===== src/rtl/fetch_pc_unit_pkg.sv =====
// fetch_pc_unit_pkg
//   Shared definitions for the fetch-stage PC sequencer:
//     - fetch_state_e  : FSM state encoding (FS_REQ, FS_WAIT, FS_HOLD)
//     - FETCH_PC_RESET : default fetch PC after reset
//     - FETCH_NOP_WORD : default bubble instruction word
//     - ADEL_LO/ADEL_HI: legal instruction address window (inclusive)
//     - fetch_addr_ok(): alignment + window check, used when FETCH_ADEL_EN is defined
package fetch_pc_unit_pkg;

   typedef enum logic [1:0] {
      FS_REQ  = 2'd0,
      FS_WAIT = 2'd1,
      FS_HOLD = 2'd2
   } fetch_state_e;

   localparam logic [31:0] FETCH_PC_RESET = 32'h0000_3000;
   localparam logic [31:0] FETCH_NOP_WORD = 32'h0000_0000;

   localparam logic [31:0] ADEL_LO = 32'h0000_3000;
   localparam logic [31:0] ADEL_HI = 32'h0000_6FFF;

   // True when pc is word aligned and inside the instruction window.
   function automatic logic fetch_addr_ok(input logic [31:0] pc);
      return (pc[1:0] == 2'b00) && (pc >= ADEL_LO) && (pc <= ADEL_HI);
   endfunction

endpackage


===== src/rtl/fetch_pc_unit_if.sv =====
// fetch_pc_unit_if
//   Instruction-memory fetch channel between the fetch sequencer and the memory.
//     imem_req   : fetch request, one-cycle pulse, accepted in the same cycle
//     imem_addr  : word fetch address
//     imem_valid : response valid; must be taken the cycle it is raised
//     imem_rdata : response instruction word
//   modport master : fetch side (drives req/addr)
//   modport slave  : memory side (drives valid/rdata)
interface fetch_pc_unit_if;

   logic        imem_req;
   logic [31:0] imem_addr;
   logic        imem_valid;
   logic [31:0] imem_rdata;

   modport master (
      output imem_req,
      output imem_addr,
      input  imem_valid,
      input  imem_rdata
   );

   modport slave (
      input  imem_req,
      input  imem_addr,
      output imem_valid,
      output imem_rdata
   );

endinterface


===== src/rtl/fetch_pc_unit.sv =====
// fetch_pc_unit
//   Fetch-stage sequencer. Owns the F-stage PC and the F/D pipeline register,
//   issues word fetches to a variable-latency instruction memory and buffers a
//   returned word while the hazard unit stalls D.
//
//   Ports
//     clk        : clock, all state updates on the rising edge
//     reset      : synchronous, active-low
//     npc_in     : next PC from the next-PC logic (computed from f_pc / d_pc)
//     stall      : hazard unit asks D to hold
//     f_pc       : current fetch PC
//     imem       : fetch channel (fetch_pc_unit_if.master)
//     d_pc       : PC of the instruction in D
//     d_instr    : instruction in D (NOP_WORD when D holds a bubble)
//     d_valid    : D holds a real instruction
//     f_wait     : fetch not yet delivered; hazard unit must hold D, bubble E
//     d_exc_adel : address-error flag travelling with D (FETCH_ADEL_EN only)
//
//   Configuration macro
//     FETCH_ADEL_EN : when defined, a misaligned or out-of-window f_pc is caught
//                     in FS_REQ; no fetch is issued and a NOP_WORD is delivered
//                     with d_exc_adel set.
module fetch_pc_unit
   import fetch_pc_unit_pkg::*;
#(
   parameter logic [31:0] PC_RESET = FETCH_PC_RESET,
   parameter logic [31:0] NOP_WORD = FETCH_NOP_WORD
) (
   input  logic                   clk,
   input  logic                   reset,
   input  logic [31:0]            npc_in,
   input  logic                   stall,
   output logic [31:0]            f_pc,
   fetch_pc_unit_if.master        imem,
   output logic [31:0]            d_pc,
   output logic [31:0]            d_instr,
   output logic                   d_valid,
`ifdef FETCH_ADEL_EN
   output logic                   d_exc_adel,
`endif
   output logic                   f_wait
);

   fetch_state_e state_q;
   logic [31:0]  f_pc_q;
   logic [31:0]  d_pc_q;
   logic [31:0]  d_instr_q;
   logic         d_valid_q;
   logic [31:0]  hold_buf_q;

   logic         addr_ok;
   logic         deliver;
   logic [31:0]  deliver_word;

`ifdef FETCH_ADEL_EN
   logic         hold_adel_q;
   logic         d_exc_adel_q;

   assign addr_ok = fetch_addr_ok(f_pc_q);
`else
   assign addr_ok = 1'b1;
`endif

   // A word reaches D either straight from memory (WAIT) or from the hold
   // buffer (HOLD); in both cases only when D is not stalled.
   always_comb begin
      deliver      = 1'b0;
      deliver_word = hold_buf_q;
      unique case (state_q)
         FS_WAIT: begin
            if (imem.imem_valid && !stall) begin
               deliver      = 1'b1;
               deliver_word = imem.imem_rdata;
            end
         end
         FS_HOLD: begin
            if (!stall) begin
               deliver = 1'b1;
            end
         end
         default: begin
         end
      endcase
   end

   always_ff @(posedge clk) begin
      if (!reset) begin
         state_q    <= FS_REQ;
         f_pc_q     <= PC_RESET;
         d_pc_q     <= '0;
         d_instr_q  <= NOP_WORD;
         d_valid_q  <= 1'b0;
         hold_buf_q <= '0;
`ifdef FETCH_ADEL_EN
         hold_adel_q  <= 1'b0;
         d_exc_adel_q <= 1'b0;
`endif
      end else begin
         case (state_q)
            FS_REQ: begin
               // A late imem_valid from an abandoned fetch lands here and is ignored.
               if (addr_ok) begin
                  state_q <= FS_WAIT;
               end else begin
                  state_q    <= FS_HOLD;
                  hold_buf_q <= NOP_WORD;
               end
`ifdef FETCH_ADEL_EN
               hold_adel_q <= !addr_ok;
`endif
            end
            FS_WAIT: begin
               if (imem.imem_valid) begin
                  if (stall) begin
                     // No backpressure to memory: park the word until D frees up.
                     hold_buf_q <= imem.imem_rdata;
                     state_q    <= FS_HOLD;
                  end else begin
                     state_q <= FS_REQ;
                  end
               end
            end
            FS_HOLD: begin
               if (!stall) begin
                  state_q <= FS_REQ;
               end
            end
            default: begin
               state_q <= FS_REQ;
            end
         endcase

         // f_pc moves only with a delivery, so npc_in is sampled while D still
         // holds the previous instruction (branch in D, delay slot at f_pc).
         if (deliver) begin
            d_pc_q    <= f_pc_q;
            d_instr_q <= deliver_word;
            d_valid_q <= 1'b1;
            f_pc_q    <= npc_in;
`ifdef FETCH_ADEL_EN
            d_exc_adel_q <= hold_adel_q && (state_q == FS_HOLD);
`endif
         end
      end
   end

   assign imem.imem_req  = reset && (state_q == FS_REQ) && addr_ok;
   assign imem.imem_addr = f_pc_q;

   assign f_pc    = f_pc_q;
   assign d_pc    = d_pc_q;
   assign d_instr = d_instr_q;
   assign d_valid = d_valid_q;
   assign f_wait  = (state_q != FS_HOLD);
`ifdef FETCH_ADEL_EN
   assign d_exc_adel = d_exc_adel_q;
`endif

endmodule


===== src/flat_wrapper.sv =====
// flat-port wrapper written by rule: the top's interface ports become plain ports
module fetch_pc_unit_flat import fetch_pc_unit_pkg::*;
#(
   parameter logic [31:0] PC_RESET = FETCH_PC_RESET,
   parameter logic [31:0] NOP_WORD = FETCH_NOP_WORD
)
  (clk, reset, npc_in, stall, f_pc, d_pc, d_instr, d_valid, f_wait, imem_imem_req, imem_imem_addr, imem_imem_valid, imem_imem_rdata);
  fetch_pc_unit_if imem_i ();
  input  logic clk;
  input  logic reset;
  input  logic [31:0] npc_in;
  input  logic stall;
  output logic [31:0] f_pc;
  output logic [31:0] d_pc;
  output logic [31:0] d_instr;
  output logic d_valid;
  output logic f_wait;
  output wire logic [$bits(imem_i.imem_req)-1:0] imem_imem_req;
  output wire logic [$bits(imem_i.imem_addr)-1:0] imem_imem_addr;
  input wire logic [$bits(imem_i.imem_valid)-1:0] imem_imem_valid;
  input wire logic [$bits(imem_i.imem_rdata)-1:0] imem_imem_rdata;
  assign imem_imem_req = imem_i.imem_req;
  assign imem_imem_addr = imem_i.imem_addr;
  assign imem_i.imem_valid = imem_imem_valid;
  assign imem_i.imem_rdata = imem_imem_rdata;
  fetch_pc_unit #(.PC_RESET(PC_RESET), .NOP_WORD(NOP_WORD)) u_core (.clk(clk), .reset(reset), .npc_in(npc_in), .stall(stall), .f_pc(f_pc), .imem(imem_i), .d_pc(d_pc), .d_instr(d_instr), .d_valid(d_valid), .f_wait(f_wait));
endmodule

===== config.mk =====
export PLATFORM = sky130hd
export DESIGN_NAME = fetch_pc_unit_flat
export DESIGN_NICKNAME = d
export VERILOG_FILES = /design/src/rtl/fetch_pc_unit_pkg.sv /design/src/rtl/fetch_pc_unit_if.sv /design/src/rtl/fetch_pc_unit.sv /design/src/flat_wrapper.sv
export SDC_FILE = /design/constraint.sdc
export NUM_CORES = 1
export LEC_CHECK = 0
export ABC_AREA = 0
export CORE_UTILIZATION = 48
export CTS_CLUSTER_SIZE = 10
export DETAILED_ROUTE_END_ITERATION = 8
export PLACE_DENSITY = 0.86
export SYNTH_ARGS = -nofsm -noshare
export SYNTH_HDL_FRONTEND = slang
export SYNTH_SLANG_ARGS = --single-unit

===== constraint.sdc =====
create_clock -name clk -period 2.4 [get_ports clk]
set_input_delay 0.24 -clock clk [delete_from_list [all_inputs] [get_ports clk]]
set_output_delay 0.24 -clock clk [all_outputs]
set_load 0.005 [all_outputs]

---- Word-level counts from Yosys, hierarchy flattened ----
Cells that the tools add are included.
word-level totals
  bits in registers ....................... 131
  input bits .............................. 68
  output and inout port bits .............. 131
  logic and storage cells ................. 26
cells by class
  equal/unequal tests ..................... 5
  muxes and demuxes ....................... 9
  reductions and logical operators ........ 6
operators with widths
  cell                                            count
  two-way mux 32 bit                              2
  two-way mux 2 bit                               3
  inequality test 2 bit (second input constant)   3
  case mux 2 bit (3 select lines)                 1
  AND reduction 3 bit                             1
  == test 2 x 1 -> 1 bit (second input constant)  1
  == test 2 bit (second input constant)           1
  logical AND 1 bit                               2
  logical NOT 2 bit                               1
  two-way mux 1 bit                               2
  case mux 1 bit (2 select lines)                 1
  AND reduction 2 bit                             1
  logical NOT 1 bit                               1

---- Longest topological paths before layout ----
  depth after elaboration ................. 4
  mapped depth ............................ 8

---- Worst setup path after synthesis ----
No wires, ideal clock.
  path type ............................... register to register
  start point ............................. register u_core.state_q[0]
  end point ............................... register u_core.d_pc_q[10] (netlist: u_core.d_pc[10])
  data arrival time ....................... 1.572 ns
  required time ........................... 2.328 ns
  setup slack ............................. 0.756 ns
  stages on the path, launching flop included .. 9
  path buffers ............................ 3
  clock period less this slack ............ 1.644 ns
  cells stage by stage .................... dfxtp_1 > inv_1 > ha_1 > nor2b_1 > buf_2 > and2_4 > buf_6 > buf_6 > mux2i_1
on the way
  longest elaborated chain between the ends .. 2
  elaborated cells between the ends (all ways) .. 3
  classes of those cells .................. 2 x eq/ne; 1 x mux
ends and longest elaborated chain
  item                                                     RTL line              text
  start: declaration                                       fetch_pc_unit.sv:44   fetch_state_e state_q;
  start signal: assignment                                 fetch_pc_unit.sv:88   state_q <= FS_REQ;
  start signal: assignment                                 fetch_pc_unit.sv:103  state_q <= FS_WAIT;
  start signal: assignment                                 fetch_pc_unit.sv:105  state_q <= FS_HOLD;
  == test 2 bit or == test 2 x 1 -> 1 bit (tied branches)  fetch_pc_unit.sv:69   unique case (state_q)
  case mux 1 bit (2 select lines) (*)                      fetch_pc_unit.sv:69
  end signal: assignment                                   fetch_pc_unit.sv:136  d_pc_q <= f_pc_q;
  end: declaration                                         fetch_pc_unit.sv:46   logic [31:0] d_pc_q;
Mark *: on every way between the ends. The rest lies on a longest branch, timed or not.
A chain may end at the register's enable or synchronous reset.

---- Worst setup path after layout ----
  start point ............................. register u_core.state_q[0]
  end point ............................... output port f_wait
on the way
  longest elaborated chain between the ends .. 1
ends and longest elaborated chain
  item                   RTL line              text
  inequality test 2 bit  fetch_pc_unit.sv:154  assign f_wait = (state_q != FS_HOLD);
  end: declaration       flat_wrapper.sv:17    output logic f_wait;
No other way between the ends.

==> reports/metrics.yaml <==
sta:
  drv_slew: 0
  setup_viol: 0
  final.min_clock_period_ns: 2.11
  tightest_slew_ns: 0.569
  rsz0062_at_grt: "no"
  period_share_pct: 87.9
  fin_skew_ns: 0.0154
  hold_viol: 0
  max_freq_mhz: 474
  setup_tns_ns: 0
  slew_headroom_pct: 61.8
die:
  die_y_um: 108
  fp-row-count: 38
  dieArea_um2: 11600
  die_x_um: 108
  start_util_pct: 49.3
  core_area_um2: 10900
  ioPinCount: 199
worst_setup_path:
  arrival_ns: 1.87
  cp_data_required_time_ns: 2.16
  endpoint_kind: "output port"
  reg2reg_setup_slack_ns: 0.46
  critPathMaxFanout: 3
  r2r-end: "u_core.d_instr[11]"
  reg2reg_depth: 6
  worst_setup_path_start_kind: "register"
  rr_startpoint: "u_core.state_q[0]"
  setup.worst_path.class: "reg -> out"
clock_network:
  postCtsHoldBufs: 0
  cts-buffers-inserted: 17
  clk_latency_ns: 0.51
  cts_root_buf: "clkbuf_8"
  cts_tree: "done"
  h-tree-depth: 4
  cts_repair_resize_count: 0
  cts_setup_buffers: 0
  clk_pin_slew_ns: 0.06
  clock_sinks: 131
  clock_path_buffers: 2
logic_synthesis:
  syn-cell-area_um2: 5370
  syn-num-nets: 692
  synth_warnings: 0
  synth_cell_types: 24
  synthArstFlopShare_pct: 0
  synth_area_per_cell_um2: 8.65
  ys_top_cells_by_area: "dfxtp_1, mux2i_1, nand2_1"
  ys_seq_area_share_pct: 48.9
  synth-main-ff-cell: "dfxtp_1"
  synth_edf_count: 0
  synth_top_cell_area_share_pct: 48.9
  yosysMostFrequentCell: "nand2_1"
  yosys-top-cells-count: "nand2_1, dfxtp_1, a21oi_1"
  syn_inst: 620
  yosysTopAreaCell: "dfxtp_1"
  ys_ff_latch: 131
min_path:
  min_to: "u_core.d_instr[2]"
  hold_start: "reset"
  hold_class: "in -> reg"
  whs_path_depth: 3
routing:
  drt_wl_total_um: 14200
  drt_iter0_drc: 278
  drc_errors: 0
  first_pass_iters: 5
  num_vias: 4872
  vias_per_cell: 5.26
  routedWlPerCell_um: 15.3
  drtAntennaViolNets: 0
placed_design:
  gp_congestion: 0.758
  dp.final_hpwl_um: 9950
  dpl_cell_area_um2: 7240
  portBuffers: 198
global_routing:
  gr-total-overflow: 0
  antenna_found_initial: 0
  grt.total_usage_pct: 25.0
  grt_pass1_vias: 4840
  grt_first_pass_wirelength_um: 22400
  grt_max_degree: 59
power:
  power.density_nw_per_um2: 692
  leakage_nw: 2.67
  vdd_drop_max_v: 0.000425
layout:
  final_layout_size_suffix_gt1_share_pct: 6.11
  syn_to_final_growth_pct: 46.4
  diodes: 0
  final_nets: 845
  finalInstanceArea_um2: 7860
status:
  status: "finished clean"
job:
  maxCapViolCount: 0
registers in the layout, summed over array words and instances, names as in the netlist:
name and flops:
u_core.d_instr 32, u_core.d_pc 32, u_core.f_pc 32, u_core.hold_buf_q 32
u_core.state_q 2, u_core.d_valid 1
critical path: stages, from the launching register on:
cell and delay (ns):
dfxtp_1 0.35, inv_1 0.09, ha_1 0.24, inv_1 0.14, clkdlybuf4s50_1 0.55
per-stage QoR:
step	std cells	hold slack (ns)	total power, W	setup slack [ns]	utilization [%]
finish	926	0.179	0.00544	0.290	72.2
global route	926	0.174	0.00564	0.190	72.2
CTS	926	0.149	0.00549	0.271	72.2
detailed placement	894	0.441	0.00282	0.423	66.5
global placement	894	0.435	0.00280	0.563	66.5
floorplan	620	0.376	0.00255	0.756	-
power breakdown:
part           internal, W  total, W  switching (W)
logic             0.000266  0.000511       0.000244
registers          0.00223   0.00226      0.0000346
clock network      0.00170   0.00266       0.000963
total              0.00420   0.00544        0.00124
routing by layer:
metal	track usage [%]	share of wire, %	up-vias
met3	7.20	7.0	17
met1	27.2	39	2328
met4	8.81	1.3	0
met2	45.7	53	201
met5	0	0	-
li1	-	-	2326
worst max path at each step:
stage	slack [ns]	start	endpoint	cells after the start
3_5_place_dp	0.42	stall	u_core.d_instr[10]	5
4_1_cts	0.27	u_core.state_q[0]	f_wait	4
5_1_grt	0.19	u_core.state_q[0]	f_wait	4
2_1_floorplan	0.76	u_core.state_q[0]	u_core.d_pc[10]	8
6_report	0.29	u_core.state_q[0]	f_wait	4
3_3_place_gp	0.56	imem_imem_valid	u_core.f_pc[7]	5
cells in the final DEF, fill, tap and decap left out, drive strengths merged, types with 4 or more instances in the layout:
cell type      netlist  routed
inv                 38      41
buf                 51      14
nand2              159     159
mux2i               62      62
o21ai               34      34
a21oi               66      66
clkdlybuf4s50        0     197
clkinv               1       6
a211oi              32      32
ha                   4       4
dfxtp              131     131
clkbuf              26      18
bufinv               0       4
logic make-up after synthesis:
| family | synth area share [%] |
|---|---|
| buf+inv | 11.5 |
| flops | 48.9 |
| mux | 11.6 |
| compound gates | 14.6 |
| fa+ha+maj | 0.933 |
| simple gates | 12.5 |
cell type report:
cell class              instances  area, um^2
repair buffers                211        2150
clock inverters                14         201
clock buffers                  18         418
multi-input cells             373        2140
inverters                      39         146
flip-flops and latches        131        2620
fillers                       758        3030
well taps                     140         175
Note: power is estimated with default switching activity, not from simulation.
